File: config.mk
export PLATFORM = sky130hd
export DESIGN_NAME = preem_subframe_buffer
export DESIGN_NICKNAME = d
export VERILOG_FILES = /design/src/rtl/preem_subframe_buffer.sv
export SDC_FILE = /design/constraint.sdc
export NUM_CORES = 1
export LEC_CHECK = 0
export BUFFER_PORTS_ARGS = -buffer_cell sky130_fd_sc_hd__buf_2
export CAP_MARGIN = 40
export CORE_UTILIZATION = 30
export DETAILED_ROUTE_END_ITERATION = 10
export PLACE_DENSITY = 0.54
export REMOVE_ABC_BUFFERS = 1
export SYNTH_ARGS = -nofsm -noshare
export SYNTH_HDL_FRONTEND = slang
export SYNTH_SLANG_ARGS = --single-unit
File: constraint.sdc
create_clock -name clk -period 7.77 [get_ports clk]
set_input_delay 0.3885 -clock clk [delete_from_list [all_inputs] [get_ports clk]]
set_output_delay 0.3885 -clock clk [all_outputs]
set_load 0.03 [all_outputs]
File: src/rtl/preem_subframe_buffer.sv
// Ping-pong subframe buffer between pre-emphasis and LPC analysis: two banks of
// SUBFRAME_LEN samples, one filling while the other is read through a random-access port.
module preem_subframe_buffer #(
  parameter int DATA_W       = 17,
  parameter int SUBFRAME_LEN = 40,
  parameter int ADDR_W       = 6
) (
  input  logic                     clk,
  input  logic                     rst_n,
  input  logic                     new_subframe,
  input  logic                     sample_valid,
  input  logic signed [DATA_W-1:0] sample_in,
  input  logic        [ADDR_W-1:0] rd_addr,
  input  logic                     rd_en,
  output logic signed [DATA_W-1:0] rd_data,
  output logic                     bank_ready,
  input  logic                     bank_release,
  output logic                     frame_done,
  output logic                     overflow
);

  localparam logic [ADDR_W-1:0] LAST_IDX = ADDR_W'(SUBFRAME_LEN - 1);
  localparam logic [ADDR_W:0]   LEN_EXT  = (ADDR_W + 1)'(SUBFRAME_LEN);

  logic signed [DATA_W-1:0] mem_q [2][SUBFRAME_LEN];

  logic                     wr_bank_q, wr_bank_d;
  logic        [ADDR_W-1:0] wr_idx_q, wr_idx_d;
  logic                     rd_bank_q, rd_bank_d;
  logic        [1:0]        bank_full_q, bank_full_d;
  logic                     bank_ready_q, bank_ready_d;
  logic                     frame_done_q, frame_done_d;
  logic                     overflow_q, overflow_d;
  logic signed [DATA_W-1:0] rd_data_q, rd_data_d;
  logic                     mem_we;
  logic        [ADDR_W-1:0] mem_waddr;

  always_comb begin
    wr_bank_d    = wr_bank_q;
    wr_idx_d     = wr_idx_q;
    rd_bank_d    = rd_bank_q;
    bank_full_d  = bank_full_q;
    frame_done_d = 1'b0;
    overflow_d   = overflow_q;
    rd_data_d    = rd_data_q;
    mem_we       = 1'b0;
    mem_waddr    = wr_idx_q;

    if (new_subframe) begin
      // Restart discards the partial subframe; a coincident sample becomes index 0.
      wr_idx_d = '0;
      if (sample_valid) begin
        mem_we    = 1'b1;
        mem_waddr = '0;
        wr_idx_d  = ADDR_W'(1);
      end
    end else if (sample_valid) begin
      if (!bank_full_q[wr_bank_q]) begin
        mem_we = 1'b1;
        if (wr_idx_q == LAST_IDX) begin
          bank_full_d[wr_bank_q] = 1'b1;
          wr_bank_d              = ~wr_bank_q;
          wr_idx_d               = '0;
          frame_done_d           = 1'b1;
        end else begin
          wr_idx_d = wr_idx_q + 1'b1;
        end
      end else begin
        overflow_d = 1'b1;
      end
    end

    // Release never targets the bank a write can complete into, so both may apply.
    if (bank_release && bank_ready_q) begin
      bank_full_d[rd_bank_q] = 1'b0;
      rd_bank_d              = ~rd_bank_q;
    end

    if (rd_en) begin
      if ({1'b0, rd_addr} < LEN_EXT) rd_data_d = mem_q[rd_bank_q][rd_addr];
      else                           rd_data_d = '0;
    end

    bank_ready_d = bank_full_d[rd_bank_d];
  end

  always_ff @(posedge clk or negedge rst_n) begin
    if (!rst_n) begin
      wr_bank_q    <= 1'b0;
      wr_idx_q     <= '0;
      rd_bank_q    <= 1'b0;
      bank_full_q  <= '0;
      bank_ready_q <= 1'b0;
      frame_done_q <= 1'b0;
      overflow_q   <= 1'b0;
      rd_data_q    <= '0;
    end else begin
      wr_bank_q    <= wr_bank_d;
      wr_idx_q     <= wr_idx_d;
      rd_bank_q    <= rd_bank_d;
      bank_full_q  <= bank_full_d;
      bank_ready_q <= bank_ready_d;
      frame_done_q <= frame_done_d;
      overflow_q   <= overflow_d;
      rd_data_q    <= rd_data_d;
    end
  end

  // Sample storage is deliberately left unreset.
  always_ff @(posedge clk) begin
    if (mem_we) mem_q[wr_bank_q][mem_waddr] <= sample_in;
  end

  assign rd_data    = rd_data_q;
  assign bank_ready = bank_ready_q;
  assign frame_done = frame_done_q;
  assign overflow   = overflow_q;

endmodule
==> out/results.tsv <==
metric	value	unit
cts_resizes	0	
startpoint	rd_bank_q	
synth_top_cells_by_count	1,360 x sky130_fd_sc_hd__edfxtp_1, 337 x sky130_fd_sc_hd__mux4_2, 98 x sky130_fd_sc_hd__nor2_1, 64 x sky130_fd_sc_hd__nand2_1, 60 x sky130_fd_sc_hd__clkbuf_1	
fin_crit	3710	ps
met3RoutedLength	8980	µm
peakVddDrop	0.198	mV
synth_enable_flop_cells	1360	
yosys_warnings	0	
fin_cells	5052	
synthDominantCellAreaShare	76.7	%
clock-sinks	1390	
critPathMaxStageDelay	920	ps
io_buffers	48	
placeableCoreArea	176000	µm²
num_ports	49	
h-tree-depth	4	
fin_total_pwr	15.7	mW
dp.final_hpwl	86500	µm
cellPowerDensity	251	nW/µm²
grt_setup_unrepaired	false	
crit_path_end_kind	register	
floorplan.initialDensity	30.2	%
grt_pass1_wl	194000	µm
synth_top_cells_by_area	sky130_fd_sc_hd__edfxtp_1 77%, sky130_fd_sc_hd__mux4_2 14%, sky130_fd_sc_hd__dfrtp_1 1.4%	
grt_antenna_before_repair	9	
ys_seq_area_share	78.1	%
clock_skew	24.5	ps
criticalPathCategory	register to register	
cell_count_of_the_worst_reg_to_reg_path	6	
timing.final.hold_violations	0	
gr-total-overflow	0	
hold-worst-slack	139	ps
setup_slack_of_the_critical_path_after_layout	4060	ps
max_slew.worst_pin.slew	975	ps
post_synth_num_cell_types	46	
synth_seq_cells	1390	
outcome	finished, violations left	
synth_top_cell_by_area	sky130_fd_sc_hd__edfxtp_1	
fin_setup_tns	0	ps
row_count	154	
violations	design-rule violations	
dr_wl_met2	63700	µm
detailroute.via_count	25500	
r2r_start	rd_bank_q	
placedCellCount	4784	
insertion_delay	770	ps
die_width	423	µm
cp_data_required_time	8390	ps
routed_met1_length	58900	µm
hp-class	primary input to register	
area_growth	17.3	%
route.detailed.vias_per_inst	5.04	
final.period_utilization	47.8	%
timing.final.max_slew_violations	0	
route.antenna.remaining_nets	0	
area_of_the_die	179000	µm²
reg2reg_setup_slack	4060	ps
synthesis.instances	2383	
gr-usage-all-layers	15.0	%
globalplace.congestion	0.833	
die_h	423	µm
worst_setup_path_endpoint	rd_data[3]	
synth_top_flop_cell	sky130_fd_sc_hd__edfxtp_1	
cp_cell_sequence	buf_12 -> mux4_2 -> a221oi_1 -> nand2_1 -> o21ai_0 -> o31ai_1	
grt_pass1_vias	25900	
maxSlewHeadroom	35.0	%
tritoncts.num_buffers	146	
synthesized_area	53300	µm²
crit_path_top_delay_cell	sky130_fd_sc_hd__dfrtp_4	
top_count_cell_post_synth	sky130_fd_sc_hd__edfxtp_1	
highest_layer	met5	
first_iter_violations	3176	
drc	20	
max_cap_violations	0	
cellLeakagePower	19.1	nW
detailedRoute.firstPassIterationCount	9	
cts-root-buf	sky130_fd_sc_hd__clkbuf_16	
grt_max_degree	125	
pre_cts_ws	4010	ps
achievable-frequency	269	MHz
tritoncts_clock_tree	done	
report.final.setup_viol	0	
worst_setup_path_start_kind	register	
detail_route.wirelength	135000	µm
wl_per_cell	26.8	µm
reg2reg_to	rd_data[3]	
clk_pin_slew_worst_paths	60	ps
nets	2628	
avg_synthesized_cell_area	22.4	µm²
cts-root-to-sink-buffers	3	
critical_path.max_fanout	92	
async_reset_ff_share	2.16	%
final_layout_size_suffix_gt1_share	31.0	%
worst_ep_arrival_time	4340	ps
==> flip-flops by register name, summed over array words and instances, names as in the netlist <==
name / flops
rd_data: 17
frame_done: 1
wr_bank_q: 1
bank_ready: 1
rd_bank_q: 1
bank_full_q: 2
wr_idx_q: 6
mem_q: 1360
overflow: 1
==> area by class of cell <==
type / count / area (µm²)
Inverter: 2 / 7.51
Fill cell: 16100 / 114000
Tap cell: 2340 / 2930
Clock buffer: 178 / 3900
Clock inverter: 82 / 748
Timing Repair Buffer: 198 / 2170
Sequential cell: 1390 / 41600
Multi-Input combinational cell: 860 / 11200
Antenna cell: 2 / 5.00
==> placed cells by master, fill, tap and decap left out, types with 11 or more instances in the layout <==
master                      synthesis  layout
sky130_fd_sc_hd__edfxtp_1        1360    1360
sky130_fd_sc_hd__buf_12             0      13
sky130_fd_sc_hd__buf_4             14      70
sky130_fd_sc_hd__o2111ai_1         14      14
sky130_fd_sc_hd__nor2b_1           32      32
sky130_fd_sc_hd__buf_2             41      47
sky130_fd_sc_hd__buf_16             0      13
sky130_fd_sc_hd__nor2_2             0      47
sky130_fd_sc_hd__a221oi_1          34      34
sky130_fd_sc_hd__nand3_1           42      42
sky130_fd_sc_hd__nand2_1           64      64
sky130_fd_sc_hd__mux2i_1           28      28
sky130_fd_sc_hd__bufinv_16          0      11
sky130_fd_sc_hd__a22oi_1           49      49
sky130_fd_sc_hd__dfrtp_1           30      29
sky130_fd_sc_hd__o211ai_1          14      14
sky130_fd_sc_hd__mux4_2           337     337
sky130_fd_sc_hd__clkinv_1           1      34
sky130_fd_sc_hd__nor2_1            98      51
sky130_fd_sc_hd__clkbuf_16          0     151
sky130_fd_sc_hd__mux2_2            59      59
sky130_fd_sc_hd__buf_8              0      47
sky130_fd_sc_hd__clkinv_2           0      23
sky130_fd_sc_hd__clkbuf_1          60      25
sky130_fd_sc_hd__a21oi_1           22      22
==> kinds of logic (layout without fill, tap and decap cells) <==
kind of cell / Yosys count / count (layout) / share of synthesized area [%]
adder cells (fa/ha/maj): 1 / 1 / 0.0235
other: 0 / 2 / 0
XOR/XNOR: 5 / 5 / 0.0822
AND/OR/NAND/NOR: 268 / 268 / 2.33
flip-flops: 1390 / 1390 / 78.1
buffers and inverters: 133 / 460 / 1.22
multiplexers: 424 / 424 / 16.0
AO/OA/AOI/OAI: 162 / 162 / 2.26
==> routing by layer <==
metal / global-route usage, % / vias to the layer above
met5: 0 / -
met4: 4.72 / 4
met3: 2.88 / 190
met2: 23.4 / 916
met1: 21.3 / 13800
li1: - / 10500
==> report_power, final <==
group,total [mW],internal [mW],switching (mW),leakage [nW]
Combinational,0.630,0.183,0.447,4.24
Clock,6.79,3.94,2.85,2.27
Sequential,8.29,8.26,0.0260,12.6
==> worst min path at each step <==
stage / start / endpoint / cells past startpoint
after floorplan: rst_n / bank_full_q[0] / 0
after global placement: bank_ready / bank_full_q[1] / 1
after detailed placement: bank_ready / bank_full_q[1] / 1
after CTS: sample_in[0] / mem_q[1][561] / 2
after global routing: sample_in[0] / mem_q[1][442] / 2
final: sample_in[0] / mem_q[1][408] / 2
==> per-stage QoR <==
stage,util (%),area [µm²]
3_5_place_dp,32.8,57800
6_report,35.5,62500
5_1_grt,35.5,62500
2_1_floorplan,-,52600
3_3_place_gp,32.1,56500
4_1_cts,35.4,62500
==> timing repair <==
action                                 4_1_cts  5_1_grt
hold buffers                                 5        0
endpoints found under the hold margin       41        0
setup buffers                                0        0
==> critical path: cells and delay by family (launching register included) <==
family                 cells  cell delay, ps
AOI/OAI and AO/OA          3            1060
buffers and inverters      1             560
DFF                        1             920
muxes                      1             600
and+or+nand+nor            1             340
Note: power is estimated with default switching activity, not from simulation.
